===== config.mk =====
export PLATFORM = sky130hd
export DESIGN_NAME = tick_timer_arbiter
export DESIGN_NICKNAME = d
export VERILOG_FILES = /design/src/rtl/tta_pkg.sv /design/src/rtl/tick_prescaler.sv /design/src/rtl/tick_timer_arbiter.sv
export SDC_FILE = /design/constraint.sdc
export NUM_CORES = 1
export LEC_CHECK = 0
export CORE_AREA = 4 4 106 78
export CTS_CLUSTER_DIAMETER = 120
export CTS_CLUSTER_SIZE = 8
export DETAILED_ROUTE_END_ITERATION = 12
export DIE_AREA = 0 0 110 82
export DONT_BUFFER_PORTS = 1
export SLEW_MARGIN = 0
export SYNTH_ARGS = -nofsm -noshare
export SYNTH_HDL_FRONTEND = slang
export SYNTH_SLANG_ARGS = --single-unit

===== constraint.sdc =====
create_clock -name clk50 -period 3.6 [get_ports clk50]
set_input_delay 0.9 -clock clk50 [delete_from_list [all_inputs] [get_ports clk50]]
set_output_delay 0.9 -clock clk50 [all_outputs]
set_load 0.01 [all_outputs]

===== src/rtl/tta_pkg.sv =====
// Shared types and default constants for the tick timer arbiter.
package tta_pkg;

    typedef enum logic [1:0] {IDLE, ARM, RUN, DONE} tta_state_t;

    localparam int unsigned TTA_DIV_COUNT = 50_000_000;
    localparam int unsigned TTA_CNT_W     = 8;

endpackage


===== src/rtl/tick_prescaler.sv =====
// Prescaler for the shared timebase: counts 0..DIV_COUNT-1 while enabled and
// flags the last count as a one-cycle tick.
module tick_prescaler
    import tta_pkg::*;
#(
    parameter int unsigned DIV_COUNT = TTA_DIV_COUNT
) (
    input  logic clk50,
    input  logic rst,
    input  logic clr,
    input  logic en,
    output logic tick
);

    localparam int unsigned CW = (DIV_COUNT > 1) ? $clog2(DIV_COUNT) : 1;
    localparam logic [CW-1:0] LAST = CW'(DIV_COUNT - 1);

    logic [CW-1:0] cnt_q;
    logic [CW-1:0] cnt_d;

    assign tick = en && (cnt_q == LAST);

    // clr wins over en so the owner always starts from a full tick period
    always_comb begin
        cnt_d = cnt_q;
        if (clr) begin
            cnt_d = '0;
        end else if (en) begin
            cnt_d = tick ? '0 : cnt_q + CW'(1);
        end
    end

    always_ff @(posedge clk50) begin
        if (rst) begin
            cnt_q <= '0;
        end else begin
            cnt_q <= cnt_d;
        end
    end

endmodule


===== src/rtl/tick_timer_arbiter.sv =====
// Round-robin arbiter lending one prescaled timebase to NUM_REQ requesters.
// Define TTA_FIXED_PRIO_EN for fixed priority (lowest index wins).
module tick_timer_arbiter
    import tta_pkg::*;
#(
    parameter int unsigned NUM_REQ   = 4,
    parameter int unsigned DIV_COUNT = TTA_DIV_COUNT,
    parameter int unsigned CNT_W     = TTA_CNT_W
) (
    input  logic                     clk50,
    input  logic                     rst,
    input  logic [NUM_REQ-1:0]       req,
    input  logic [NUM_REQ*CNT_W-1:0] req_ticks,
    output logic [NUM_REQ-1:0]       grant,
    output logic [NUM_REQ-1:0]       done,
    output logic                     busy,
    output logic                     tick,
    output logic [CNT_W-1:0]         remaining
);

    localparam int unsigned IDX_W = $clog2(NUM_REQ);

    tta_state_t       state_q, state_d;
    logic [IDX_W-1:0] idx_q, idx_d;
    logic [IDX_W-1:0] ptr_q, ptr_d;
    logic [CNT_W-1:0] remaining_q, remaining_d;

    logic [CNT_W-1:0]   ticks_arr [NUM_REQ];
    logic [NUM_REQ-1:0] owner_onehot;
    logic [IDX_W-1:0]   sel_idx;
    logic               sel_found;
    logic [IDX_W:0]     cand;
    logic [IDX_W-1:0]   next_ptr;
    logic               presc_clr;
    logic               presc_en;
    logic               presc_tick;

    genvar gi;
    generate
        for (gi = 0; gi < NUM_REQ; gi++) begin : g_slice
            assign ticks_arr[gi]    = req_ticks[gi*CNT_W +: CNT_W];
            assign owner_onehot[gi] = (idx_q == IDX_W'(gi));
        end
    endgenerate

    // First pending request at or above the pointer, wrapping past NUM_REQ-1
    always_comb begin
        sel_idx   = '0;
        sel_found = 1'b0;
        cand      = '0;
        for (int i = 0; i < NUM_REQ; i++) begin
            cand = {1'b0, ptr_q} + (IDX_W+1)'(i);
            if (cand >= (IDX_W+1)'(NUM_REQ)) begin
                cand = cand - (IDX_W+1)'(NUM_REQ);
            end
            if (!sel_found && req[cand[IDX_W-1:0]]) begin
                sel_found = 1'b1;
                sel_idx   = cand[IDX_W-1:0];
            end
        end
    end

`ifdef TTA_FIXED_PRIO_EN
    assign next_ptr = '0;
`else
    assign next_ptr = (idx_q == IDX_W'(NUM_REQ - 1)) ? '0 : idx_q + IDX_W'(1);
`endif

    tick_prescaler #(
        .DIV_COUNT (DIV_COUNT)
    ) u_prescaler (
        .clk50 (clk50),
        .rst   (rst),
        .clr   (presc_clr),
        .en    (presc_en),
        .tick  (presc_tick)
    );

    always_ff @(posedge clk50) begin
        if (rst) begin
            state_q     <= IDLE;
            idx_q       <= '0;
            ptr_q       <= '0;
            remaining_q <= '0;
        end else begin
            state_q     <= state_d;
            idx_q       <= idx_d;
            ptr_q       <= ptr_d;
            remaining_q <= remaining_d;
        end
    end

    always_comb begin
        state_d     = state_q;
        idx_d       = idx_q;
        ptr_d       = ptr_q;
        remaining_d = remaining_q;
        case (state_q)
            IDLE: begin
                if (sel_found) begin
                    idx_d       = sel_idx;
                    remaining_d = ticks_arr[sel_idx];
                    state_d     = (ticks_arr[sel_idx] == '0) ? DONE : ARM;
                end
            end
            ARM: begin
                state_d = RUN;
            end
            RUN: begin
                // A dropped request abandons the timer even on its final tick
                if (!req[idx_q]) begin
                    state_d     = IDLE;
                    remaining_d = '0;
                    ptr_d       = next_ptr;
                end else if (presc_tick && (remaining_q != '0)) begin
                    remaining_d = remaining_q - CNT_W'(1);
                    if (remaining_q == CNT_W'(1)) begin
                        state_d = DONE;
                    end
                end
            end
            DONE: begin
                state_d     = IDLE;
                remaining_d = '0;
                ptr_d       = next_ptr;
            end
            default: begin
                state_d = IDLE;
            end
        endcase
    end

    always_comb begin
        grant     = '0;
        done      = '0;
        presc_clr = 1'b0;
        presc_en  = 1'b0;
        case (state_q)
            ARM: begin
                grant     = owner_onehot;
                presc_clr = 1'b1;
            end
            RUN: begin
                grant    = owner_onehot;
                presc_en = 1'b1;
            end
            DONE: begin
                grant = owner_onehot;
                done  = owner_onehot;
            end
            default: begin
                grant = '0;
            end
        endcase
    end

    assign busy      = |grant;
    assign tick      = presc_tick;
    assign remaining = remaining_q;

endmodule


* Word level (Yosys, flattened, before mapping)
Index checks and enable logic that the tools add are counted.
Cells by class: add/sub/neg operators 10, order comparisons 10, equal/unequal tests 12, multiplexer cells 43, bitwise logic cells 1, reduce and logical (&&, ||, !) cells 21
Operator list (number):
- $mux W8 | 5
- $mux W2 | 15
- $add A26 B1 Y26 const B | 1
- $eq A26 B26 Y1 const B | 1
- $mux W26 | 1
- $pmux W8 S3 | 1
- $bmux W8 S2 | 1
- $lt A2 B3 Y1 const B | 5
- $ge A3 B3 Y1 const B | 4
- $mux W1 | 11
- $bmux W1 S2 | 5
- $eq A2 B2 Y1 const B | 4
- $eq A8 B1 Y1 const B | 1
- $logic_not A8 Y1 | 1
- $mux W4 | 2
- $pmux W2 S4 | 1
- $reduce_bool A8 Y1 | 1
- $sub A2 B1 Y2 const B | 4
- $sub A8 B1 Y8 const B | 1
- $add A2 B2 Y3 const B | 2
- $ne A3 B3 Y1 const B | 2
- $reduce_and A3 Y1 | 2
- $logic_and A1 B1 Y1 | 5
- $eq A2 B1 Y1 const B | 2
- other kinds (14) | 19
Storage, ports and cells: flip-flop bits (word level) 40, bits of input ports 38, output and inout bits 18, logic and storage cells 102

* Logic depth before layout (Yosys ltp)
depth after elaboration 22, depth in mapped cells 10, gate-level depth less buffers 9

* Cells and area by module
A second synthesis with hierarchy kept.
Second synthesis, totals: cells, all modules 311, area total of the unflattened synthesis 2627.5 um^2
By module, submodules not included:
- tick_prescaler | times used 1, cells an instance 156, area each 1343.8 um^2, seq. area each 520.5 um^2
- tick_timer_arbiter | times used 1, cells an instance 155, area each 1283.7 um^2, seq. area each 280.3 um^2

* Worst setup path after synthesis
No wires, ideal clock.
path type input to register, start point in req[2], end point reg state_q[1], library setup time 0.115 ns, arrival time 2.239 ns, required time 3.485 ns, setup slack 1.246 ns, stages on the path 7, path buffers 0, cells stage by stage inv_1 -> o22ai_1 -> a211oi_2 -> mux2_2 -> nand4_1 -> o21ai_1 -> and3_1
On the way: word-level cells in the longest chain between the ends 20, elaborated cells on any way between the ends 37, those cells by class eq/ne (3); mux (25); bitwise (1); reduce/logical (8)
RTL lines:
- start: declaration | RTL line tick_timer_arbiter.sv:12 | input logic [NUM_REQ-1:0] req,
- $bmux W1 S2 | RTL line tick_timer_arbiter.sv:56 | if (!sel_found && req[cand[IDX_W-1:0]]) begin
- $mux W1 (not written as such) | RTL line tick_timer_arbiter.sv:56
- $mux W1 | RTL line tick_timer_arbiter.sv:56
- $logic_not A1 Y1 | RTL line tick_timer_arbiter.sv:56
- $logic_and A1 B1 Y1 | RTL line tick_timer_arbiter.sv:56
- $mux W1 | RTL line tick_timer_arbiter.sv:56
- $logic_not A1 Y1 | RTL line tick_timer_arbiter.sv:56
- $logic_and A1 B1 Y1 | RTL line tick_timer_arbiter.sv:56
- [... 3 more ...]
- $mux W2 | RTL line tick_timer_arbiter.sv:56
- $not A2 Y3 (not written as such) | RTL line tick_timer_arbiter.sv:103 | state_d = (ticks_arr[sel_idx] == '0) ? DONE : ARM;
- $bmux W8 S2 | RTL line tick_timer_arbiter.sv:103
- $mux W8 (not written as such) (2 in a row) | RTL line tick_timer_arbiter.sv:103
- $logic_not A8 Y1 | RTL line tick_timer_arbiter.sv:103
- $mux W2 | RTL line tick_timer_arbiter.sv:103
- $mux W2 | RTL line tick_timer_arbiter.sv:100 | if (sel_found) begin
- $pmux W2 S4 | RTL line tick_timer_arbiter.sv:98 | case (state_q)
- end signal: assignment | RTL line tick_timer_arbiter.sv:86 | state_q <= state_d;
- end: declaration | RTL line tick_timer_arbiter.sv:23 | tta_state_t state_q, state_d;
Several ways; a longest one is shown, not always the timed one. The select of a mux whose other input is x is not followed. A chain may end at the register's enable or synchronous reset.

* Worst setup path after layout
start point reg state_q[1], end point out busy
On the way: word-level cells in the longest chain between the ends 4, elaborated cells on any way between the ends 6, those cells by class eq/ne (3); mux (1); reduce/logical (2)
RTL lines:
- $eq A2 B2 Y1 / $eq A2 B1 Y1 (equally long branches) | RTL line tick_timer_arbiter.sv:138 | case (state_q)
- $reduce_or A3 Y1 (no source line) *
- $mux W4 * | RTL line tick_timer_arbiter.sv:138
- named net grant[2] | RTL line tick_timer_arbiter.sv:14 | output logic [NUM_REQ-1:0] grant,
- $reduce_or A4 Y1 * | RTL line tick_timer_arbiter.sv:157 | assign busy = |grant;
- end: declaration | RTL line tick_timer_arbiter.sv:16 | output logic busy,
Mark *: on every way through the listed nets, which the timed path passes. The rest lies on a longest branch.

==> summary.txt <==
Status -> complete, no violations
Initial core utilization -> 34.6%
CP Class -> flip-flop to output pin
Hold crit path type -> flip-flop to flip-flop
Vias -> 1977
Share of the synthesized area in the top cell type -> 32.2%
Row count -> 26
Total CTS buffers -> 5
Chip width -> 110 µm
Tcrit/Tclk final -> 84.2%
CP Launch Type -> flip-flop
Vias per cell -> 5.23
Final Hold Viols -> 0
Clk_lat worst skew -> 0.29 ns
Fillers -> 738
Initial antenna violation count -> 0
Clock root cell -> clkbuf_8
Standard cell core area -> 7190 µm²
Most area-consuming cells after synthesis -> dfxtp_1 32%, mux2i_1 7.3%, xor2_1 6.7%, nor2_1 6.6%, ha_1 4.0%
Drt drc -> 0
Diode count -> 0
Wl on met1 -> 2970 µm
Port Buf Inserts -> 0
DRT Pass-1 Iters -> 4
Met3 wire length -> 297 µm
Post-synthesis sequential area ratio -> 32.2%
Setup TNS -> 0 ns
CTS tree -> yes
Final core occ -> 36.6%
Most frequent cells in the layout -> 44 x nor2_1, 40 x dfxtp_1, 19 x xor2_1, 18 x mux2i_1, 13 x nand2_1
Syn_area_per_cell -> 8.81 µm²
Largest net degree at the start of global routing -> 25
Commonest non-fill, non-tap cell in the layout -> nor2_1
Net Count, Synth -> 328
Asr flop ratio synth -> 0%
DIE AREA -> 9020 µm²
Final #Nets -> 325
Skew final -> 0.00694 ns
Area of the multi-input gates -> 1580 µm²
Mean routed wirelength per cell -> 14.6 µm
Post-CTS resize count -> 0
RSZ-0062 raised after global routing -> false
Critical Path End Type -> output pin
Gpl congestion -> 0.834
Synth area leader -> dfxtp_1
Synth Instances -> 282
CTS Hold Buffers Added -> 0
FF/Latch Area -> 801 µm²
Synthesized area -> 2480 µm²
Vias in the first global route -> 1910
Area Overhead vs Synth -> 5.84%
Die Height -> 82 µm
Setup violators final -> 0
Worst-Margin Slew -> 0.807 ns
Initial DRC Count -> 99
Max-Cap Viols -> 0
Post-synth cell types -> 51
WL final -> 5510 µm
Total number of yosys warnings -> 0
I/O pin count -> 56
Clock transition at path regs -> 0.08 ns
Top layer used by detailed routing -> met4
Post-CTS Repair Setup Buffers -> 0
Leakage power -> 0.995 nW
Clock sinks -> 40
Post-synth EDFFs -> 0
Total GRT Usage -> 13.0%
CP Max Fanout -> 21
H-Tree Depth -> 2
Global-route wire length before repair -> 9380 µm
Post-DRT Antenna Nets -> 0
Layout cells sized above 1 -> 11.4%
Tmin final -> 3.03 ns
Primary FF master, synth -> dfxtp_1
Power per cell area -> 425 nW/µm²
Synthesized flop and latch total -> 40
CP required -> 2.70 ns
Max Freq -> 330 MHz
Maximum VDD drop -> 0.000184 V
Clk buf depth -> 2
Max Slew Vio Count -> 0
Met2 wire len -> 2220 µm
Gr ovfl total -> 0
Crit path arrival time -> 2.13 ns
Post-DP HPWL -> 4200 µm
Relative slew margins -> 46.2%
-- power by group --
group / internal (mW) / total, mW / switching [mW]
logic: 0.128 / 0.288 / 0.160
registers: 0.469 / 0.519 / 0.0505
clock network: 0.153 / 0.311 / 0.158
total: 0.749 / 1.12 / 0.369
-- final cells by class --
class	count	area share [%]
multi-input combinational	223	59.9
sequential	40	30.4
tap	98	4.66
clock buffer	6	3.14
inverter	8	1.14
clock inverter	2	0.381
timing repair buffer	1	0.285
-- final timing paths --
kind,startpoint,to,slack [ns],cells past startpoint
max reg2reg,u_prescaler.cnt_q[0],u_prescaler.cnt_q[25],1.19,6
min,u_prescaler.cnt_q[24],u_prescaler.cnt_q[24],0.52,2
min reg2reg,u_prescaler.cnt_q[24],u_prescaler.cnt_q[24],0.52,2
max,state_q[1],busy,0.57,4
-- Yosys cell counts, types with 3 or more instances --
cell type  number
and4_1          4
ha_1            8
o21ai_0         4
xor2_1         19
clkbuf_1        3
nand2b_1        3
nand2_1        13
nand3_1        10
nor2_1         44
nor3_2          4
nor3_1          6
nor2b_1         5
mux2i_1        18
dfxtp_1        40
and3_1         11
a22oi_1         4
mux2_2          8
o221a_2         3
nor4_1          3
inv_1           8
nand4_1         9
buf_2           4
xnor2_1         7
o21ai_1         3
a21oi_1         7
-- logic make-up after synthesis --
logic type                 count (synthesis)  synth area share, %
AOI/OAI and AO/OA                         37                 10.8
DFF                                       40                 32.2
adders and majority gates                  8                 4.03
muxes                                     27                 11.9
buffers and inverters                     19                 4.33
and+or+nand+nor                          125                 27.5
xor gates and xnor gates                  26                 9.16
-- worst max-delay path, cell delays in order, from the launching register on --
cell	delay [ns]
dfxtp_1	0.30
buf_4	0.19
nor2_1	0.53
nor2b_1	0.20
or4_1	0.62
-- flip-flops by register name, summed over array words and instances (netlist names) --
signal and count:
idx_q 2, ptr_q 2, remaining 8, state_q 2, u_prescaler.cnt_q 26
-- routing by layer --
| layer | vias up | global-route usage [%] |
|---|---|---|
| met5 | - | 0 |
| met4 | 0 | 2.24 |
| met3 | 2 | 4.16 |
| met2 | 35 | 18.8 |
| met1 | 931 | 18.9 |
| li1 | 1009 | - |
-- stage by stage --
stage          cells  setup WS [ns]  hold slack, ns  power (mW)  cell area [µm²]
4_1_cts          378          0.579           0.512        1.13             2630
2_1_floorplan    282           1.25           0.467       0.771             2480
5_1_grt          378          0.432           0.552        1.19             2630
3_3_place_gp     370          0.968           0.486       0.812             2540
6_report         378          0.569           0.517        1.12             2630
3_5_place_dp     370          0.893           0.499       0.816             2540
Power figures use the tool's default switching activity.
